**config.mk**
```make
export PLATFORM = sky130hd
export DESIGN_NAME = digit_serial_adder
export DESIGN_NICKNAME = d
export VERILOG_FILES = /design/src/rtl/adder_pkg.sv /design/src/rtl/digit_serial_adder_digit.sv /design/src/rtl/digit_serial_adder.sv
export SDC_FILE = /design/constraint.sdc
export NUM_CORES = 1
export LEC_CHECK = 0
export CAP_MARGIN = 20
export CORE_MARGIN = 10
export CORE_UTILIZATION = 40
export DETAILED_ROUTE_END_ITERATION = 6
export MAX_ROUTING_LAYER = met4
export SYNTH_ARGS = -nofsm -noshare
export SYNTH_HDL_FRONTEND = slang
export SYNTH_SLANG_ARGS = --single-unit
```
**constraint.sdc**
```tcl
create_clock -name clk -period 2.6 [get_ports clk]
set_input_delay 0.52 -clock clk [delete_from_list [all_inputs] [get_ports clk]]
set_output_delay 0.52 -clock clk [all_outputs]
set_load 0.02 [all_outputs]
```
**src/rtl/adder_pkg.sv**
```systemverilog
// adder_pkg: shared FSM states and sizing helpers for the serial adder family.
package adder_pkg;
  typedef enum logic [1:0] {IDLE, RUN, DONE} state_t;
  function automatic int cntWidth(input int nDig);
    return nDig > 1 ? $clog2(nDig) : 1;
  endfunction
endpackage

```
**src/rtl/digit_serial_adder_digit.sv**
```systemverilog
// digit_adder: combinational DIGIT-bit ripple chain of full-adder cells.
module digit_adder #(
  parameter int DIGIT = 4
) (
  input  logic [DIGIT-1:0] a_d,
  input  logic [DIGIT-1:0] b_d,
  input  logic             c_in,
  output logic [DIGIT-1:0] s_d,
  output logic             c_out,
  output logic             c_msb
);
  logic [DIGIT:0] c;
  assign c[0] = c_in;
  for (genvar i = 0; i < DIGIT; i++) begin : gFa
    assign s_d[i]   = a_d[i] ^ b_d[i] ^ c[i];
    assign c[i + 1] = (a_d[i] & b_d[i]) | (c[i] & (a_d[i] ^ b_d[i]));
  end
  assign c_out = c[DIGIT];
  // carry into the top bit, needed for signed overflow of the full word
  assign c_msb = c[DIGIT-1];
endmodule

```
**src/rtl/digit_serial_adder.sv**
```systemverilog
// digit_serial_adder: multi-cycle add/subtract, DIGIT bits per clock through one shared ripple adder.
module digit_serial_adder
  import adder_pkg::*;
#(
  parameter int WIDTH = 32,
  parameter int DIGIT = 4
) (
  input  logic             clk,
  input  logic             rst_n,
  input  logic             start,
  input  logic             sub,
  input  logic [WIDTH-1:0] a,
  input  logic [WIDTH-1:0] b,
  input  logic             cin,
  output logic             busy,
  output logic             done,
  output logic [WIDTH-1:0] s,
  output logic             cout,
  output logic             ovf
);
  localparam int NDIG = WIDTH / DIGIT;
  localparam int CW   = cntWidth(NDIG);
  if (DIGIT < 1 || WIDTH % DIGIT != 0) begin : gBadParams
    $error("digit_serial_adder: WIDTH must be a positive multiple of DIGIT");
  end
  state_t           state, nextState;
  logic [WIDTH-1:0] opA, opB, res, resNext;
  logic [CW-1:0]    cnt;
  logic [DIGIT-1:0] sumD;
  logic             carry, cOut, cMsb, lastDig;
  digit_adder #(.DIGIT(DIGIT)) uAdd (
    .a_d  (opA[DIGIT-1:0]),
    .b_d  (opB[DIGIT-1:0]),
    .c_in (carry),
    .s_d  (sumD),
    .c_out(cOut),
    .c_msb(cMsb)
  );
  assign lastDig = cnt == CW'(NDIG - 1);
  // new digit enters at the top; after NDIG shifts the word is LSB-aligned
  assign resNext = (res >> DIGIT) | (WIDTH'(sumD) << (WIDTH - DIGIT));
  assign busy    = state == RUN;
  assign done    = state == DONE;
  always_ff @(posedge clk or negedge rst_n)
    if (!rst_n) state <= IDLE;
    else        state <= nextState;
  always_comb begin
    nextState = state;
    nextState = state == IDLE ? (start ? RUN : IDLE) :
                state == RUN  ? (lastDig ? DONE : RUN) : IDLE;
  end
  always_ff @(posedge clk or negedge rst_n) begin
    if (!rst_n) begin
      opA   <= '0;
      opB   <= '0;
      res   <= '0;
      carry <= 1'b0;
      cnt   <= '0;
      s     <= '0;
      cout  <= 1'b0;
      ovf   <= 1'b0;
    end else if (state == IDLE && start) begin
      opA   <= a;
      opB   <= sub ? ~b : b;
      carry <= sub | cin;
      cnt   <= '0;
    end else if (state == RUN) begin
      opA   <= opA >> DIGIT;
      opB   <= opB >> DIGIT;
      res   <= resNext;
      carry <= cOut;
      cnt   <= cnt + 1'b1;
      if (lastDig) begin
        s    <= resNext;
        cout <= cOut;
        ovf  <= cMsb ^ cOut;
      end
    end
  end
endmodule

```
## Word-level counts from Yosys, hierarchy flattened

Cells that the tools add are included.

| word-level totals | value |
|---|---|
| flip-flop bits (word level) | 136 |
| input bits | 69 |
| output and inout port bits | 36 |
| logic and storage cells | 56 |

| operators by class | value |
|---|---|
| $add $sub $neg | 1 |
| eq/ne operators | 3 |
| mux-type cells | 13 |
| bitwise gates (word level) | 25 |
| reduce and logical (&&, ||, !) cells | 5 |

Operators by type and width:

| kind | number |
|---|---|
| 2-to-1 mux 32 bit | 5 |
| NOT 32 bit | 1 |
| bitwise OR 28 x 32 -> 32 bit | 1 |
| bitwise XOR 1 bit | 9 |
| AND 1 bit | 8 |
| 2-to-1 mux 2 bit | 3 |
| 2-to-1 mux 3 bit | 2 |
| bitwise OR 1 bit | 5 |
| adder 3 x 1 -> 3 bit (second input constant) | 1 |
| equality test 3 bit (second input constant) | 1 |
| 2-to-1 mux 1 bit | 3 |
| AND reduction 3 bit | 1 |
| equality test 2 x 1 -> 1 bit (second input constant) | 1 |
| equality test 2 bit (second input constant) | 1 |
| logical NOT 2 bit | 1 |
| AND reduction 2 bit | 1 |
| nonzero test 2 bit | 1 |
| logical AND 1 bit | 1 |
| NOT 1 bit | 1 |

## Longest topological paths before layout

| depth | value |
|---|---|
| depth after elaboration | 11 |
| gate-level depth with buffers | 9 |
| gate-level depth less buffers | 9 |

## Hierarchy

A second synthesis with hierarchy kept.

| unflattened totals | value |
|---|---|
| cell total of the unflattened synthesis | 521 |
| area total of the unflattened synthesis | 6254.7 sq um |

By module, submodules not included:

| module | instances | cells each | area each (sq um) | seq. area each (sq um) |
|---|---|---|---|---|
| digit_serial_adder | 1 | 509 | 6144.6 | 3303.2 |
| digit_adder | 1 | 12 | 110.1 | 0.0 |

## Worst setup path after synthesis

No wires, ideal clock.

| timing | value |
|---|---|
| path type | register to register |
| start | register opA[0] |
| end | register res[31] |
| setup time | 83 ps |
| arrival time | 2055 ps |
| data required time | 2517 ps |
| slack | 462 ps |
| cell stages (with the launch flop) | 9 |
| path buffers | 0 |
| period minus slack after synthesis | 2138 ps |
| cells stage by stage | dfrtp_1 fa_1 inv_1 fa_1 inv_1 fa_1 inv_1 fa_1 o21ai_0 |

| between the ends | value |
|---|---|
| word-level cells in the longest chain between the ends | 9 |
| elaborated cells on any way between the ends | 10 |
| those cells by class | 10 x bitwise |

RTL lines:

| item | RTL line | source |
|---|---|---|
| start: declaration | digit_serial_adder.sv:27 | `logic [WIDTH-1:0] opA, opB, res, resNext;` |
| start signal: assignment | digit_serial_adder.sv:68 | `opA <= opA >> DIGIT;` |
| bitwise XOR 1 bit | digit_serial_adder_digit.sv:16 | `assign c[i + 1] = (a_d[i] & b_d[i]) \| (c[i] & (a_d[i] ^ b_d[i]));` |
| AND 1 bit | digit_serial_adder_digit.sv:16 |  |
| bitwise OR 1 bit * | digit_serial_adder_digit.sv:16 |  |
| AND 1 bit * | digit_serial_adder_digit.sv:16 |  |
| bitwise OR 1 bit * | digit_serial_adder_digit.sv:16 |  |
| AND 1 bit * | digit_serial_adder_digit.sv:16 |  |
| bitwise OR 1 bit * | digit_serial_adder_digit.sv:16 |  |
| bitwise XOR 1 bit * | digit_serial_adder_digit.sv:15 | `assign s_d[i] = a_d[i] ^ b_d[i] ^ c[i];` |
| bitwise OR 28 x 32 -> 32 bit * | digit_serial_adder.sv:41 | `assign resNext = (res >> DIGIT) \| (WIDTH'(sumD) << (WIDTH - DIGIT));` |
| end signal: assignment | digit_serial_adder.sv:70 | `res <= resNext;` |
| end: declaration | digit_serial_adder.sv:27 |  |

Every way passes the cells marked *; elsewhere a longest branch is shown, timed or not.
A chain may end at the register's enable or synchronous reset.

## Final worst setup path

| timing | value |
|---|---|
| start | register state[0] |
| end | output done |

| between the ends | value |
|---|---|
| word-level cells in the longest chain between the ends | 1 |

RTL lines:

| item | RTL line | source |
|---|---|---|
| start: declaration | digit_serial_adder.sv:26 | `state_t state, nextState;` |
| start signal: assignment | digit_serial_adder.sv:46 | `else state <= nextState;` |
| equality test 2 bit | digit_serial_adder.sv:43 | `assign done = state == DONE;` |
| end: declaration | digit_serial_adder.sv:16 | `output logic done,` |

Every way passes these cells.

==> results.md <==
* Status: finished clean
* Layout cell share with drive strength beyond 1 at 0.123
* Register area share after synthesis at 0.544
* CTS max path bufs at 2
* Via count at 4471
* Fin cells at 835
* Synth unique cells at 31
* Vias per cell at 5.35
* Sink Count at 132
* Slowest-stage cell, CP: clkdlybuf4s50_1
* Critical Path RT at 2.08 ns
* Clock transition at path regs at 0.06 ns
* Leading area contributor after synthesis: dfrtp_1
* Die H at 143 microns
* Critical Path Source Type: flop
* Worst Path Arrival at 1.80 ns
* Die Wd at 143 microns
* Die area at 20500 sq um
* Utilization after layout at 0.531
* Crit path capture type: output pin
* Post-route ant nets at 0
* Worst path cell trace: nor2b_1 > clkdlybuf4s50_1
* Total length of routed wires at 14.6 mm
* Leakage power at 3.52 nW
* Buffers on Ports at 104
* Hold Crit Class: in -> async
* Root Driver: clkbuf_16
* Top cells by area in the synthesized netlist: dfrtp_1, nand2_1, mux2_2
* Pin count of the biggest net entering global routing at 77
* Resize count post-CTS at 0
* Minimum clock period at 2.32 ns
* Post-synth top area share at 0.544
* DP Cell Count at 803
* Post-synth EDFFs at 0
* Post-route setup TNS at 0 ns
* Synth Cell Area at 6070 sq um
* Setup Skew at 0.00812 ns
* Synth Net Count at 620
* VDD IR max at 0.000519 V
* CTS tree: built
* I/O Pins at 105
* Number of global-route vias before repair at 4700
* Worst Max-Slew Pin Slew at 0.925 ns
* Slowest stage delay, CP at 0.67 ns
* Inserted Clock Buffers at 17
* Initial Util at 0.413
* RSZ-0062 raised after global routing: no
* DRC at 0
* Initial antenna violation count at 0
* Final hold viol count at 0
* F_max at 431 MHz
* Dominant synthesized flop cell: dfrtp_1
* Final setup fails at 0
* Cts hold-fix bufs at 0
* Nets at 713
* Final Cycle Share at 0.892
* Post-Synthesis Cells at 545
* DR pass1 iterations at 5
* Count leader, synth: dfrtp_1
* CTS HTree Levels at 4
* Slew Limit Headroom at 0.382
* Seq cells post-synth at 132
* Top cells by count, synth: dfrtp_1, nand2_1, o21ai_0
* First-pass GRT wire length at 23.9 mm
* Postcts setup bufs at 0
* GP Congestion at 0.759
* Pre-CTS WS at 0.333 ns
* P&R area growth vs syn at 28.5%
* CP max FO at 5
* DRT iter0 DRCs at 296
* Clock Latency Late Sink at 0.42 ns
* Total GRT Usage at 0.151
* Ys Warns at 0
* Setup ws final at 0.281 ns
* Max_cap viols at 0
* Async SR Flop Fraction at 1.00
* Hpwl dp at 9.71 mm
* Grt total ovfl at 0
* Num rows at 44
* Power density cells at 1160 nW/um^2
* Core area at 14700 sq um
* Routed WL per cell at 17.5 microns
* Max Slew Vio Count at 0
* Worst setup path category: reg -> out
* Average size of a mapped cell at 11.1 sq um
-- per-stage QoR --
step	total power [mW]	hold slack, ns	area (sq um)
2_1_floorplan	5.52	0.224	6070
3_3_place_gp	6.57	0.458	7200
3_5_place_dp	6.69	0.464	7200
4_1_cts	9.13	0.0844	7800
5_1_grt	9.62	0.108	7800
6_report	9.01	0.0739	7800
-- final timing paths --
kind / start / to / slack (ns) / cells past startpoint
max: state[0] / done / 0.28 / 2
min: rst_n / s[0] / 0.07 / 1
max reg2reg: opA[0] / s[31] / 0.35 / 8
min reg2reg: res[4] / res[4] / 0.47 / 2
max in group asynchronous: rst_n / state[1] / 1.80 / 2
min in group clk: res[4] / res[4] / 0.47 / 2
-- cell type report --
class	count	area (sq um)
Antenna cell	1	2.50
Clock buffer	22	464
Clock inverter	9	129
Fill cell	1263	6900
Inverter	10	37.5
Multi-Input combinational cell	359	2480
Sequential cell	132	3300
Tap cell	184	230
Timing Repair Buffer	118	1150
-- placed cells by master (no fill, tap or decap), types with 2 or more instances in the layout --
master and n:
dfrtp_1 131, clkdlybuf4s50_1 102, nand2_1 98, o21ai_0 42, a22o_1 30, xor2_1 29
mux2_2 29, a22oi_1 28, a221o_1 28, nor2b_1 25, a21oi_1 23, clkbuf_16 17
buf_4 13, inv_1 9, xnor2_1 4, o31ai_1 4, fa_1 4, bufinv_16 3
clkinv_2 3, clkbuf_1 3, a2bb2oi_1 2, ha_1 2, clkbuf_8 2, clkinvlp_4 2
-- sequential cells by signal, indices dropped and copies added, names as in the netlist --
| name | flops |
|---|---|
| res | 28 |
| cnt | 3 |
| opB | 32 |
| opA | 32 |
| carry | 1 |
| cout | 1 |
| ovf | 1 |
| state | 2 |
| s | 32 |
-- worst max-delay path: cells and delay by family, from the launching register on --
| family | cells | cell delay [ns] |
|---|---|---|
| AND/OR/NAND/NOR | 1 | 0.27 |
| flip-flops | 1 | 0.44 |
| buffers and inverters | 1 | 0.67 |
-- cell families after synthesis --
kind of cell,synth area share
compound gates,0.191
fa+ha+maj,0.0173
mux,0.0557
buf+inv,0.0478
simple gates,0.0965
flops,0.544
xor+xnor,0.0476
-- per-layer routing --
layer  track usage  vias to the layer above  share of wire
met2         0.234                      111           0.48
li1              -                     2114              -
met4        0.0510                        0         0.0093
met3        0.0368                       11          0.047
met5             -                        -              0
met1         0.189                     2235           0.47
-- where the power goes --
| group | internal (mW) | total [mW] | switching [mW] |
|---|---|---|---|
| Clock | 1.55 | 2.40 | 0.855 |
| Sequential | 2.89 | 3.48 | 0.592 |
| Combinational | 1.49 | 3.13 | 1.64 |
| Total | 5.93 | 9.01 | 3.09 |
No activity file was read; power rests on OpenSTA's default activity.
